### src/rtl/weight_drm_sched_if.sv
// Handshake and DRM-side bundle for the weight DRM scheduler.
// slave = scheduler view, master = environment view.
interface weight_drm_sched_if #(
  parameter int DATA_IN_WIDTH = 324,
  parameter int WR_ADDR_DEPTH = 10,
  parameter int RD_ADDR_DEPTH = 8
);
  logic                       cfg_valid;
  logic                       cfg_ready;
  logic [RD_ADDR_DEPTH-2:0]   cfg_rows_m1;
  logic [7:0]                 cfg_passes_m1;
  logic [DATA_IN_WIDTH-1:0]   s_data;
  logic                       s_valid;
  logic                       s_ready;
  logic [DATA_IN_WIDTH-1:0]   WeightDRM_data_wr;
  logic                       WeightDRM_valid_wr;
  logic [WR_ADDR_DEPTH-1:0]   WeightDRM_addr_wr;
  logic [RD_ADDR_DEPTH-1:0]   WeightDRM_addr_rd;
  logic                       m_ready;
  logic                       m_valid;
  logic                       m_last;
  logic                       m_done;
  logic [1:0]                 bank_full;

  modport slave (
    input  cfg_valid, cfg_rows_m1, cfg_passes_m1,
    input  s_data, s_valid, m_ready,
    output cfg_ready, s_ready,
    output WeightDRM_data_wr, WeightDRM_valid_wr,
    output WeightDRM_addr_wr, WeightDRM_addr_rd,
    output m_valid, m_last, m_done, bank_full
  );

  modport master (
    output cfg_valid, cfg_rows_m1, cfg_passes_m1,
    output s_data, s_valid, m_ready,
    input  cfg_ready, s_ready,
    input  WeightDRM_data_wr, WeightDRM_valid_wr,
    input  WeightDRM_addr_wr, WeightDRM_addr_rd,
    input  m_valid, m_last, m_done, bank_full
  );
endinterface

### src/rtl/weight_drm_sched.sv
// Ping-pong fill / multi-pass replay sequencer for the weight DRM.
// Write side fills one bank while the read side replays the other.
module weight_drm_sched #(
  parameter int DATA_IN_WIDTH = 324,
  parameter int WR_ADDR_DEPTH = 10,
  parameter int RD_ADDR_DEPTH = 8,
  parameter int RD_LATENCY    = 1
) (
  input logic               clk,
  input logic               rstn,
  weight_drm_sched_if.slave bus
);

  localparam int WCW = WR_ADDR_DEPTH - 1;
  localparam int RW  = RD_ADDR_DEPTH - 1;

  typedef enum logic { W_IDLE, W_FILL } wst_t;
  typedef enum logic { R_IDLE, R_RUN } rst_t;

  wst_t               wst_q, wst_d;
  rst_t               rst_q, rst_d;
  logic               wbank_q, wbank_d;
  logic               rbank_q, rbank_d;
  logic [WCW-1:0]     wcnt_q, wcnt_d;
  logic [RW-1:0]      row_q, row_d;
  logic [7:0]         pass_q, pass_d;
  logic [RW-1:0]      rows_q [2];
  logic [RW-1:0]      rows_d [2];
  logic [7:0]         passes_q [2];
  logic [7:0]         passes_d [2];
  logic [1:0]         full_q, full_d;
  logic [RD_ADDR_DEPTH-1:0] addr_rd_q, addr_rd_d;
  logic               issue_q, issue_d;
  logic               last_q, last_d;
  logic               done_q, done_d;
  logic [2:0]         pipe_q [RD_LATENCY];
  logic [2:0]         pipe_d [RD_LATENCY];

  logic cfg_fire, wr_fire, wr_last;
  logic rd_issue, row_last, pass_last, rd_end;

  assign bus.cfg_ready = (wst_q == W_IDLE)
                       & ~full_q[wbank_q];
  assign bus.s_ready   = (wst_q == W_FILL);
  assign cfg_fire = bus.cfg_valid & bus.cfg_ready;
  assign wr_fire  = bus.s_valid & bus.s_ready;
  assign wr_last  = wcnt_q == {rows_q[wbank_q], 2'b11};

  assign bus.WeightDRM_data_wr  = bus.s_data;
  assign bus.WeightDRM_valid_wr = wr_fire;
  assign bus.WeightDRM_addr_wr  = {wbank_q, wcnt_q};
  assign bus.WeightDRM_addr_rd  = addr_rd_q;
  assign bus.bank_full          = full_q;

  assign rd_issue  = (rst_q == R_RUN) & bus.m_ready;
  assign row_last  = row_q == rows_q[rbank_q];
  assign pass_last = pass_q == passes_q[rbank_q];
  assign rd_end    = rd_issue & row_last & pass_last;

  assign bus.m_valid = pipe_q[RD_LATENCY-1][0];
  assign bus.m_last  = pipe_q[RD_LATENCY-1][1];
  assign bus.m_done  = pipe_q[RD_LATENCY-1][2];

  always_comb begin
    wst_d    = wst_q;
    rst_d    = rst_q;
    wbank_d  = wbank_q;
    rbank_d  = rbank_q;
    wcnt_d   = wcnt_q;
    row_d    = row_q;
    pass_d   = pass_q;
    rows_d   = rows_q;
    passes_d = passes_q;
    full_d   = full_q;

    unique case (wst_q)
      W_IDLE: begin
        if (cfg_fire) begin
          rows_d[wbank_q]   = bus.cfg_rows_m1;
          passes_d[wbank_q] = bus.cfg_passes_m1;
          wcnt_d            = '0;
          wst_d             = W_FILL;
        end
      end
      W_FILL: begin
        if (wr_fire) begin
          wcnt_d = wcnt_q + WCW'(1);
          if (wr_last) begin
            full_d[wbank_q] = 1'b1;
            wbank_d         = ~wbank_q;
            wcnt_d          = '0;
            wst_d           = W_IDLE;
          end
        end
      end
    endcase

    unique case (rst_q)
      R_IDLE: begin
        if (full_q[rbank_q]) begin
          row_d  = '0;
          pass_d = '0;
          rst_d  = R_RUN;
        end
      end
      R_RUN: begin
        if (rd_end) begin
          full_d[rbank_q] = 1'b0;
          rbank_d         = ~rbank_q;
          row_d           = '0;
          pass_d          = '0;
          // chain straight into a bank that is already loaded
          rst_d = full_q[~rbank_q] ? R_RUN : R_IDLE;
        end else if (rd_issue) begin
          if (row_last) begin
            row_d  = '0;
            pass_d = pass_q + 8'd1;
          end else begin
            row_d = row_q + RW'(1);
          end
        end
      end
    endcase
  end

  always_comb begin
    issue_d   = rd_issue;
    last_d    = rd_issue & row_last;
    done_d    = rd_end;
    addr_rd_d = rd_issue ? {rbank_q, row_q}
                         : addr_rd_q;
  end

  always_comb begin
    pipe_d[0] = {done_q, last_q, issue_q};
    for (int i = 1; i < RD_LATENCY; i++)
      pipe_d[i] = pipe_q[i-1];
  end

  always_ff @(posedge clk or negedge rstn) begin
    if (!rstn) begin
      wst_q     <= W_IDLE;
      rst_q     <= R_IDLE;
      wbank_q   <= 1'b0;
      rbank_q   <= 1'b0;
      wcnt_q    <= '0;
      row_q     <= '0;
      pass_q    <= '0;
      rows_q    <= '{default: '0};
      passes_q  <= '{default: '0};
      full_q    <= 2'b00;
      addr_rd_q <= '0;
      issue_q   <= 1'b0;
      last_q    <= 1'b0;
      done_q    <= 1'b0;
      pipe_q    <= '{default: '0};
    end else begin
      wst_q     <= wst_d;
      rst_q     <= rst_d;
      wbank_q   <= wbank_d;
      rbank_q   <= rbank_d;
      wcnt_q    <= wcnt_d;
      row_q     <= row_d;
      pass_q    <= pass_d;
      rows_q    <= rows_d;
      passes_q  <= passes_d;
      full_q    <= full_d;
      addr_rd_q <= addr_rd_d;
      issue_q   <= issue_d;
      last_q    <= last_d;
      done_q    <= done_d;
      pipe_q    <= pipe_d;
    end
  end

endmodule

### src/flat_wrapper.sv
// flat-port wrapper written by rule: the top's interface ports become plain ports
module weight_drm_sched_flat 
#(
  parameter int DATA_IN_WIDTH = 324,
  parameter int WR_ADDR_DEPTH = 10,
  parameter int RD_ADDR_DEPTH = 8,
  parameter int RD_LATENCY    = 1
)
  (clk, rstn, bus_cfg_valid, bus_cfg_rows_m1, bus_cfg_passes_m1, bus_s_data, bus_s_valid, bus_m_ready, bus_cfg_ready, bus_s_ready, bus_WeightDRM_data_wr, bus_WeightDRM_valid_wr, bus_WeightDRM_addr_wr, bus_WeightDRM_addr_rd, bus_m_valid, bus_m_last, bus_m_done, bus_bank_full);
  weight_drm_sched_if #(.DATA_IN_WIDTH(DATA_IN_WIDTH), .WR_ADDR_DEPTH(WR_ADDR_DEPTH), .RD_ADDR_DEPTH(RD_ADDR_DEPTH)) bus_i ();
  input logic clk;
  input logic rstn;
  input wire logic [$bits(bus_i.cfg_valid)-1:0] bus_cfg_valid;
  input wire logic [$bits(bus_i.cfg_rows_m1)-1:0] bus_cfg_rows_m1;
  input wire logic [$bits(bus_i.cfg_passes_m1)-1:0] bus_cfg_passes_m1;
  input wire logic [$bits(bus_i.s_data)-1:0] bus_s_data;
  input wire logic [$bits(bus_i.s_valid)-1:0] bus_s_valid;
  input wire logic [$bits(bus_i.m_ready)-1:0] bus_m_ready;
  output wire logic [$bits(bus_i.cfg_ready)-1:0] bus_cfg_ready;
  output wire logic [$bits(bus_i.s_ready)-1:0] bus_s_ready;
  output wire logic [$bits(bus_i.WeightDRM_data_wr)-1:0] bus_WeightDRM_data_wr;
  output wire logic [$bits(bus_i.WeightDRM_valid_wr)-1:0] bus_WeightDRM_valid_wr;
  output wire logic [$bits(bus_i.WeightDRM_addr_wr)-1:0] bus_WeightDRM_addr_wr;
  output wire logic [$bits(bus_i.WeightDRM_addr_rd)-1:0] bus_WeightDRM_addr_rd;
  output wire logic [$bits(bus_i.m_valid)-1:0] bus_m_valid;
  output wire logic [$bits(bus_i.m_last)-1:0] bus_m_last;
  output wire logic [$bits(bus_i.m_done)-1:0] bus_m_done;
  output wire logic [$bits(bus_i.bank_full)-1:0] bus_bank_full;
  assign bus_i.cfg_valid = bus_cfg_valid;
  assign bus_i.cfg_rows_m1 = bus_cfg_rows_m1;
  assign bus_i.cfg_passes_m1 = bus_cfg_passes_m1;
  assign bus_i.s_data = bus_s_data;
  assign bus_i.s_valid = bus_s_valid;
  assign bus_i.m_ready = bus_m_ready;
  assign bus_cfg_ready = bus_i.cfg_ready;
  assign bus_s_ready = bus_i.s_ready;
  assign bus_WeightDRM_data_wr = bus_i.WeightDRM_data_wr;
  assign bus_WeightDRM_valid_wr = bus_i.WeightDRM_valid_wr;
  assign bus_WeightDRM_addr_wr = bus_i.WeightDRM_addr_wr;
  assign bus_WeightDRM_addr_rd = bus_i.WeightDRM_addr_rd;
  assign bus_m_valid = bus_i.m_valid;
  assign bus_m_last = bus_i.m_last;
  assign bus_m_done = bus_i.m_done;
  assign bus_bank_full = bus_i.bank_full;
  weight_drm_sched #(.DATA_IN_WIDTH(DATA_IN_WIDTH), .WR_ADDR_DEPTH(WR_ADDR_DEPTH), .RD_ADDR_DEPTH(RD_ADDR_DEPTH), .RD_LATENCY(RD_LATENCY)) u_core (.clk(clk), .rstn(rstn), .bus(bus_i));
endmodule
### config.mk
export PLATFORM = sky130hd
export DESIGN_NAME = weight_drm_sched_flat
export DESIGN_NICKNAME = d
export VERILOG_FILES = /design/src/rtl/weight_drm_sched_if.sv /design/src/rtl/weight_drm_sched.sv /design/src/flat_wrapper.sv
export SDC_FILE = /design/constraint.sdc
export NUM_CORES = 1
export LEC_CHECK = 0
export CAP_MARGIN = 20
export CORE_AREA = 3 3 266 268
export CTS_CLUSTER_DIAMETER = 80
export DETAILED_ROUTE_END_ITERATION = 12
export DIE_AREA = 0 0 269 271
export PLACE_DENSITY = 0.32
export SYNTH_ARGS = -nofsm -noshare
export SYNTH_HDL_FRONTEND = slang
export SYNTH_SLANG_ARGS = --single-unit
### constraint.sdc
create_clock -name clk -period 5.1 [get_ports clk]
set_input_delay 1.275 -clock clk [delete_from_list [all_inputs] [get_ports clk]]
set_output_delay 1.275 -clock clk [all_outputs]
set_load 0.005 [all_outputs]
==> impl_metrics.py, run 1 <==
metrics = {
    "timing": {
        "hold_viol_final": 0,
        "worst_pin_slew_ns": 0.861,
        "max_slew_margin_pct": 42.6,
        "finalSetupViolations": 0,
        "fin_crit_sh_pct": 74.8,
        "rsz0062_at_grt": "no",
        "setup_tns_ns": 0,
        "finalClockSkew_ns": 0.00595,
        "fmax_ghz": 0.262,
        "final.min_clock_period_ns": 3.82,
        "drv_slew": 0,
    },
    "place": {
        "port-buffer-count": 45,
        "gp_congestion": 0.662,
        "hpwlAfterDp_mm": 14.9,
    },
    "synthesis": {
        "synth-seq-cells": 74,
        "async_flop_share_pct": 100,
        "syn_area_um2": 6240,
        "synthFlopType": "dfrtp_1",
        "ys_types": 46,
        "syn_inst": 641,
        "synth-edff-count": 0,
        "synth.net_count": 988,
        "synth_warnings": 0,
        "synth.avg_cell_area_um2": 9.73,
        "ys_seq_area_share_pct": 29.7,
    },
    "layout": {
        "regArea_um2": 1850,
        "nNetsFinal": 708,
        "drive_gt1_share_pct": 19.1,
        "area_growth_pct": -8.66,
        "multi_input_area_um2": 1810,
        "nFillCells": 7914,
    },
    "cts": {
        "ctsResizeCount": 0,
        "ctsHoldBuffers": 0,
        "cts_tree": "done",
        "cts_buffer_depth": 2,
        "cts_made_buffers": 9,
        "root_buffer": "clkbuf_16",
        "cts-htree-levels": 3,
        "cts.sinks": 74,
        "post_cts_buffers": 0,
        "clk_latency_ns": 0.34,
        "clk_pin_slew_worst_paths_ns": 0.06,
    },
    "critical_path": {
        "crit_start": "bus_s_valid",
        "end_kind": "output port",
        "reg2reg_slack_ns": 2.54,
        "worstReg2RegStart": "u_core.rbank_q",
        "crit_fanout": 7,
        "crit_type": "primary input to output port",
        "crit_required_ns": 3.83,
        "reg2reg_depth": 6,
        "cp.arrival_ns": 2.54,
        "r2r_end": "u_core.pass_q[7]",
        "critPathLaunchType": "primary input",
    },
    "global_routing": {
        "grt_pass1_wl_mm": 26.0,
        "antenna_found_initial": 5,
        "globalRouteOverflowTotal": 0,
        "grt_pass1_vias": 3388,
        "grtUsageTotal_pct": 5.02,
        "grt_start_max_net_pins": 75,
    },
    "drt": {
        "antenna_left": 0,
        "viasPerCell": 2.38,
        "via_count": 3098,
        "wl_mm": 18.9,
        "drc": 0,
        "drt_iter0_drc": 154,
        "drt_first_pass_iters": 4,
        "wl_per_cell_um": 14.5,
    },
    "worst_hold_path": {
        "holdCritPathClass": "register to register",
        "worstHoldStart": "u_core.done_q",
        "whs_endpoint": "u_core.pipe_q[2]",
        "worstHoldPathCells": 0,
    },
    "floorplanning": {
        "start_util_pct": 9.10,
        "core-area_um2": 68600,
        "die_w_um": 269,
        "rows": 96,
        "ios": 694,
        "dieHeight_um": 271,
        "die-area_um2": 72900,
    },
    "flow_run": {
        "maxCapViolCount": 0,
    },
    "power_and_ir_drop": {
        "ir_worst_vdd_v": 0.000143,
        "p_leak_nw": 2.02,
        "p_total_mw": 2.74,
        "pwr_density_cell_nw_per_um2": 481,
    },
    "outcome": {
        "status": "complete, no violations",
    },
}
[state kept, by name, summed over array words and instances, names as in the netlist]
name,flops
u_core.rbank_q,1
u_core.wbank_q,1
u_core.last_q,1
u_core.bus.bank_full,2
u_core.pipe_q,3
u_core.bus.WeightDRM_addr_rd,8
u_core.done_q,1
u_core.rows_q,14
u_core.row_q,7
u_core.bus.s_ready,1
u_core.issue_q,1
u_core.wcnt_q,9
u_core.pass_q,8
u_core.passes_q,16
u_core.rst_q,1
[final cells by class]
class	count	area share, %
Tap cell	931	20.4
Clock inverter	7	1.65
Multi-Input combinational cell	214	31.8
Sequential cell	74	32.5
Antenna cell	2	0.0878
Timing Repair Buffer	49	8.74
Clock buffer	9	3.95
Inverter	13	0.856
[worst max path at each step]
stage | to | slack (ns) | cells past startpoint
after floorplan | bus_WeightDRM_valid_wr | 2.25 | 2
after global placement | bus_WeightDRM_valid_wr | 1.27 | 3
after detailed placement | bus_WeightDRM_valid_wr | 1.29 | 3
after CTS | bus_WeightDRM_valid_wr | 1.27 | 3
after global routing | bus_WeightDRM_valid_wr | 1.24 | 3
final | bus_WeightDRM_valid_wr | 1.28 | 3
[synthesized netlist by cell type (2+ instances only)]
cell         n  share of area (%)
a21oi_1      9               0.72
a31o_2       2               0.28
a32o_1       2               0.32
a41oi_1      2               0.28
and2_1       3               0.30
and3_1       3               0.30
and4_1       2               0.28
buf_1        2               0.12
buf_2        6               0.48
buf_4      325                 39
clkbuf_1     5               0.30
dfrtp_1     74                 30
ha_1         3               0.60
inv_1       13               0.78
mux2_2      36                6.5
mux2i_1     26                4.2
nand2_1     16               0.96
nand2b_1     2               0.20
nand3_1      4               0.32
nand4_1     10                1.0
nand4_4      3                1.0
nor2_1      12               0.72
nor2b_1      2               0.20
nor4b_1      5               0.70
o2111ai_1    6               0.84
o211ai_1     2               0.24
o21ai_0      9               0.72
o221ai_1     6               0.84
or3_1        2               0.20
xnor2_1     17                2.4
xor2_1      16                2.2
xor2_2       2               0.52
[through the flow]
stage               util [%]  area (um^2)  hold WS (ns)  worst slack, ns  std cells
floorplan                  -         6240         0.331             2.25        641
global placement        7.80         5350         0.341             1.27       1280
detailed placement      7.80         5350         0.340             1.29       1280
CTS                     8.26         5670         0.353             1.27       1296
global route            8.30         5690         0.366             1.24       1297
finish                  8.31         5700         0.352             1.28       1299
[routing by layer]
layer,GRT usage [%],share of wire [%],vias up
li1,-,-,1250
met1,5.07,35,1445
met2,6.77,40,282
met3,3.51,16,119
met4,4.60,8.4,2
met5,0.338,0.069,-
[kinds of logic after synthesis]
group / after synthesis / synth area share (%)
AO/OA/AOI/OAI: 44 / 5.31
XOR/XNOR: 35 / 5.15
adder cells (fa/ha/maj): 3 / 0.602
buffers and inverters: 353 / 41.3
flip-flops: 74 / 29.7
multiplexers: 62 / 10.7
AND/OR/NAND/NOR: 70 / 7.30
[power by group]
part,switching (mW),leakage (nW),internal (mW),total (mW)
Clock,0.264,0.151,0.427,0.691
Combinational,0.620,0.909,0.495,1.11
Sequential,0.173,0.960,0.766,0.938
[placed cells by master (no fill, tap or decap), drive strengths merged, types with 3 or more instances in the layout]
cell type	instances
buf	5
nor2	12
and2	3
and4	3
o2111ai	6
nor4b	5
mux2i	26
dfrtp	74
ha	3
and3	3
inv	13
nand4	14
clkdlybuf4s50	44
xnor2	17
nand2	16
clkinv	3
clkbuf	9
nand3	4
mux2	36
a21oi	9
xor2	18
o221ai	6
o21ai	10
[worst max-delay path, stage by stage]
cell and delay, ns:
clkdlybuf4s50_1 0.45, and2_1 0.26, clkdlybuf4s50_1 0.55
No activity file was read; power rests on OpenSTA's default activity.
==> run 2, diff against run 1 <==
==> constraint.sdc (replaced) <==
create_clock -name clk -period 3.6 [get_ports clk]
set_input_delay 0.9 -clock clk [delete_from_list [all_inputs] [get_ports clk]]
set_output_delay 0.9 -clock clk [all_outputs]
set_load 0.005 [all_outputs]
==> impl_metrics.py, run 2 (synthesis gave the netlist of run 1 again) <==
metrics = {
    "layout": {
        "layout_top_registers": "u_core.passes_q x16, u_core.rows_q x14, u_core.wcnt_q x9",
        "diodes": 0,
        "area_growth_pct": -8.82,
        "final_cell_mix": "dfrtp_1, clkdlybuf4s50_1, mux2_2, mux2i_1, xnor2_1",
        "multi_input_area_um2": 1810,
        "nFillCells": 7939,
        "final_common_cell": "dfrtp_1",
        "nNetsFinal": 713,
        "drive_gt1_share_pct": 19.7,
        "regMostFlops": "u_core.passes_q",
        "regArea_um2": 1850,
        "largest_reg_flops": 16,
    },
    "global_routing": {
        "grt_start_max_net_pins": 75,
        "antenna_found_initial": 2,
        "globalRouteOverflowTotal": 0,
        "grt_pass1_vias": 3379,
        "met3_usage_pct": 3.73,
        "grt_use_met2_pct": 6.73,
        "grtUsageTotal_pct": 4.90,
        "grt_pass1_wl_mm": 25.5,
        "grt-busiest-layer": "met2",
        "grt_use_met1_pct": 4.69,
    },
    "timing": {
        "rsz0062_at_grt": "no",
        "hold_viol_final": 0,
        "final.min_clock_period_ns": 3.07,
        "fin_crit_sh_pct": 85.3,
        "drv_slew": 0,
        "hold_slack_ns": 0.360,
        "fmax_ghz": 0.326,
        "worst_pin_slew_ns": 0.645,
        "setup_tns_ns": 0,
        "finalClockSkew_ns": 0.00534,
        "finalSetupViolations": 0,
        "max_slew_margin_pct": 56.8,
    },
    "place": {
        "hpwlAfterDp_mm": 14.9,
        "port-buffer-count": 45,
        "gp_congestion": 0.641,
    },
    "drt": {
        "drc": 0,
        "wl_per_cell_um": 14.4,
        "drt_iter0_drc": 153,
        "wl_mm": 18.7,
        "via_count": 3094,
        "drt_first_pass_iters": 4,
        "viasPerCell": 2.38,
        "antenna_left": 0,
    },
    "worst_hold_path": {
        "whs_endpoint": "u_core.pipe_q[1]",
        "holdCritPathClass": "register to register",
        "worstHoldStart": "u_core.last_q",
        "worstHoldPathCells": 0,
    },
    "cts": {
        "cts_buffer_depth": 2,
        "cts_made_buffers": 9,
        "cts_tree": "done",
        "root_buffer": "clkbuf_16",
        "post_cts_buffers": 0,
        "clk_pin_slew_worst_paths_ns": 0.06,
        "cts.sinks": 74,
        "ctsHoldBuffers": 0,
        "ctsResizeCount": 0,
        "cts-htree-levels": 3,
        "clk_latency_ns": 0.34,
    },
    "critical_path": {
        "crit_fanout": 7,
        "crit_type": "primary input to output port",
        "reg2reg_depth": 6,
        "worstReg2RegStart": "u_core.rbank_q",
        "end_kind": "output port",
        "crit_required_ns": 2.70,
        "critPathLaunchType": "primary input",
        "r2r_end": "u_core.pass_q[7]",
        "cp.arrival_ns": 2.17,
        "reg2reg_slack_ns": 1.01,
    },
    "outcome": {
        "status": "complete, no violations",
    },
    "floorplanning": {
        "dieHeight_um": 271,
        "die_w_um": 269,
        "start_util_pct": 9.10,
        "rows": 96,
        "die-area_um2": 72900,
        "ios": 694,
        "core-area_um2": 68600,
    },
    "power_and_ir_drop": {
        "p_leak_nw": 2.03,
        "pwr_density_cell_nw_per_um2": 667,
        "ir_worst_vdd_v": 0.000171,
    },
    "flow_run": {
        "maxCapViolCount": 0,
    },
}
-- run 2: cell count changes in the layout (fill, tap and decap cells not counted), sizes merged --
cell      change
bufinv        -2
clkinv        -1
clkbuf        +5
buf           +5
clkinvlp      -2
diode         -2
-- run 2: cell type report --
| type | instances | share of cell area, % |
|---|---|---|
| Clock buffer | 14 | 4.82 |
| Clock inverter | 2 | 0.176 |
| Sequential cell | 74 | 32.5 |
| Timing Repair Buffer | 54 | 9.28 |
| Inverter | 13 | 0.858 |
| Multi-Input combinational cell | 214 | 31.8 |
| Tap cell | 931 | 20.5 |
-- run 2: power breakdown --
| part | total [mW] | switching [mW] | internal, mW | leakage [nW] |
|---|---|---|---|---|
| clock network | 0.871 | 0.349 | 0.522 | 0.143 |
| logic | 1.57 | 0.849 | 0.719 | 0.931 |
| registers | 1.36 | 0.272 | 1.08 | 0.960 |
| total | 3.80 | 1.47 | 2.33 | 2.03 |
-- run 2: worst max-delay path by stage --
stage                      startpoint                      to  slack [ns]  cells past startpoint
after global routing      bus_s_valid  bus_WeightDRM_valid_wr        0.48                      3
after floorplan           bus_s_valid  bus_WeightDRM_valid_wr        1.50                      2
after global placement    bus_s_valid  bus_WeightDRM_valid_wr        0.50                      3
final                     bus_s_valid  bus_WeightDRM_valid_wr        0.53                      3
after CTS                 bus_s_valid  bus_WeightDRM_valid_wr        0.51                      3
after detailed placement  bus_s_valid  bus_WeightDRM_valid_wr        0.52                      3
-- run 2: critical path: stages --
cell and delay [ns]:
clkdlybuf4s50_1 0.45, and2_1 0.27, clkdlybuf4s50_1 0.55
-- run 2: metal layers --
layer  share of wire [%]  up-vias
met5               0.069        -
met4                 8.0        2
met3                  17      112
met2                  41      270
met1                  34     1464
li1                    -     1246
-- run 2: stage by stage --
step           worst slack (ns)  std cells  instance area [um^2]  power (mW)  utilization, %
4_1_cts                   0.511       1301                  5670        3.90            8.27
6_report                  0.528       1302                  5690        3.80            8.30
3_5_place_dp              0.522       1285                  5390        2.99            7.85
2_1_floorplan              1.50        641                  6240        2.70               -
5_1_grt                   0.485       1302                  5690        4.10            8.30
3_3_place_gp              0.500       1285                  5390        2.99            7.85
==> run 3, diff against run 2 <==
--- a/config.mk
+++ b/config.mk
@@ -10,7 +10,8 @@
 export CTS_CLUSTER_DIAMETER = 80
 export DETAILED_ROUTE_END_ITERATION = 12
 export DIE_AREA = 0 0 269 271
-export PLACE_DENSITY = 0.32
+export GPL_TIMING_DRIVEN = 0
+export PLACE_DENSITY = 0.33
 export SYNTH_ARGS = -nofsm -noshare
 export SYNTH_HDL_FRONTEND = slang
 export SYNTH_SLANG_ARGS = --single-unit
==> constraint.sdc (replaced) <==
create_clock -name clk -period 2.8 [get_ports clk]
set_input_delay 0.7 -clock clk [delete_from_list [all_inputs] [get_ports clk]]
set_output_delay 0.7 -clock clk [all_outputs]
set_load 0.005 [all_outputs]
==> impl_metrics.py, run 3 (synthesis gave the netlist of run 1 again) <==
metrics = {
    "power_and_ir_drop": {
        "p_sw_mw": 2.18,
        "pwr-share-comb_pct": 51.6,
        "pwr_density_cell_nw_per_um2": 518,
        "swShare_pct": 36.8,
        "seq_power_share_pct": 28.5,
        "clockPowerShare_pct": 19.9,
        "p_total_mw": 5.91,
        "ir_worst_vdd_v": 0.000260,
        "p_leak_nw": 4.88,
        "p_int_mw": 3.73,
    },
    "drt": {
        "via_count": 5425,
        "wl_mm": 27.0,
        "wl_per_cell_um": 13.8,
        "drc": 0,
        "drt_iter0_drc": 133,
        "drt_first_pass_iters": 4,
        "viasPerCell": 2.77,
        "antenna_left": 0,
    },
    "place": {
        "gp_congestion": 0.710,
        "hpwlAfterDp_mm": 23.9,
        "port-buffer-count": 369,
        "placed_area_um2": 11100,
        "pre_cts_slack_ns": -0.0277,
    },
    "worst_hold_path": {
        "holdCritPathClass": "primary input to async pin",
    },
    "critical_path": {
        "crit_chain": "clkdlybuf4s50_1, and2_1, clkdlybuf4s50_1",
        "cp_common_cell": "clkdlybuf4s50_1",
        "crit_required_ns": 2.10,
        "path_buf_inv": 2,
        "critPathSlowestCell": "clkdlybuf4s50_1",
        "crit_type": "primary input to output port",
        "cp.arrival_ns": 1.99,
        "critPathLaunchType": "primary input",
        "crit_family": "buffers and inverters",
        "crit_fanout": 7,
        "cpPeakStageDelay_ns": 0.58,
        "end_kind": "output port",
    },
    "global_routing": {
        "grt_start_max_net_pins": 45,
        "grt_pass1_wl_mm": 36.5,
        "globalRouteOverflowTotal": 0,
        "grt_pass1_vias": 5682,
        "antenna_found_initial": 1,
        "grtUsageTotal_pct": 6.69,
    },
    "cts": {
        "root_buffer": "clkbuf_16",
        "clk_latency_ns": 0.34,
        "cts.sinks": 74,
        "cts_buffer_depth": 2,
        "clk_pin_slew_worst_paths_ns": 0.06,
        "cts_made_buffers": 9,
        "ctsResizeCount": 0,
        "cts_tree": "done",
        "ctsHoldBuffers": 0,
        "cts-htree-levels": 3,
        "post_cts_buffers": 0,
    },
    "floorplanning": {
        "die-area_um2": 72900,
        "die_w_um": 269,
        "start_util_pct": 9.10,
        "ios": 694,
        "rows": 96,
        "dieHeight_um": 271,
        "core-area_um2": 68600,
    },
    "timing": {
        "hold_viol_final": 0,
        "rsz0062_at_grt": "no",
        "max_slew_margin_pct": 56.5,
        "setup_tns_ns": 0,
        "fin_crit_sh_pct": 96.2,
        "worst_slack_ns": 0.106,
        "worst_pin_slew_ns": 0.649,
        "finalSetupViolations": 0,
        "drv_slew": 0,
        "fmax_ghz": 0.371,
        "finalClockSkew_ns": 0.00544,
        "final.min_clock_period_ns": 2.69,
    },
    "layout": {
        "postLayoutCellArea_um2": 11400,
        "drive_gt1_share_pct": 38.9,
        "area_growth_pct": 82.9,
        "diodes": 0,
        "regMostFlops": "u_core.passes_q",
        "final_cell_mix": "clkdlybuf4s50_1, buf_4, dfrtp_1, mux2_2, mux2i_1",
        "largest_reg_flops": 16,
        "layout_top_registers": "u_core.passes_q x16, u_core.rows_q x14, u_core.wcnt_q x9",
        "final_common_cell": "clkdlybuf4s50_1",
        "nNetsFinal": 1368,
    },
    "flow_run": {
        "maxCapViolCount": 0,
    },
    "outcome": {
        "status": "complete, no violations",
    },
}
run 3: final timing paths:
| check | from | endpoint | slack [ns] | depth (start not counted) |
|---|---|---|---|---|
| max | bus_s_valid | bus_WeightDRM_valid_wr | 0.11 | 3 |
| min | rstn | u_core.wcnt_q[4] | 0.31 | 1 |
| min reg2reg | u_core.issue_q | u_core.pipe_q[0] | 0.36 | 0 |
| max in group asynchronous | rstn | u_core.passes_q[15] | 1.90 | 2 |
| min in group clk | u_core.issue_q | u_core.pipe_q[0] | 0.36 | 0 |
| max reg2reg | u_core.rbank_q | u_core.pass_q[2] | 0.38 | 7 |
run 3: layout make-up:
class | count | area (um^2)
inverters | 13 | 48.8
plain buffers | 339 | 2520
clock buffers | 10 | 239
flip-flops and latches | 74 | 1850
repair buffers | 370 | 3720
clock inverters | 5 | 55.1
multi-input cells | 214 | 1810
fillers | 7690 | 57200
well taps | 931 | 1160
run 3: power groups by stage:
stage / Sequential (mW) / Clock, mW / Combinational [mW]
after floorplan: 1.63 / 0 / 1.85
after global placement: 1.72 / 0 / 3.12
after detailed placement: 1.72 / 0 / 3.13
after CTS: 1.70 / 1.23 / 3.14
after global routing: 1.75 / 1.27 / 3.34
final: 1.69 / 1.18 / 3.05
run 3: per-stage QoR:
stage | hold slack, ns | instances | utilization, %
3_3_place_gp | 0.345 | 1941 | 16.2
6_report | 0.306 | 1956 | 16.6
3_5_place_dp | 0.342 | 1942 | 16.2
2_1_floorplan | 0.331 | 641 | -
4_1_cts | 0.311 | 1956 | 16.6
5_1_grt | 0.324 | 1956 | 16.6
run 3: layer usage:
layer,routed length [um],global-route usage (%),vias up
li1,-,-,2559
met1,9130,6.73,2551
met2,15200,13.3,297
met3,2420,1.81,16
met4,298,1.63,2
met5,10,0,-
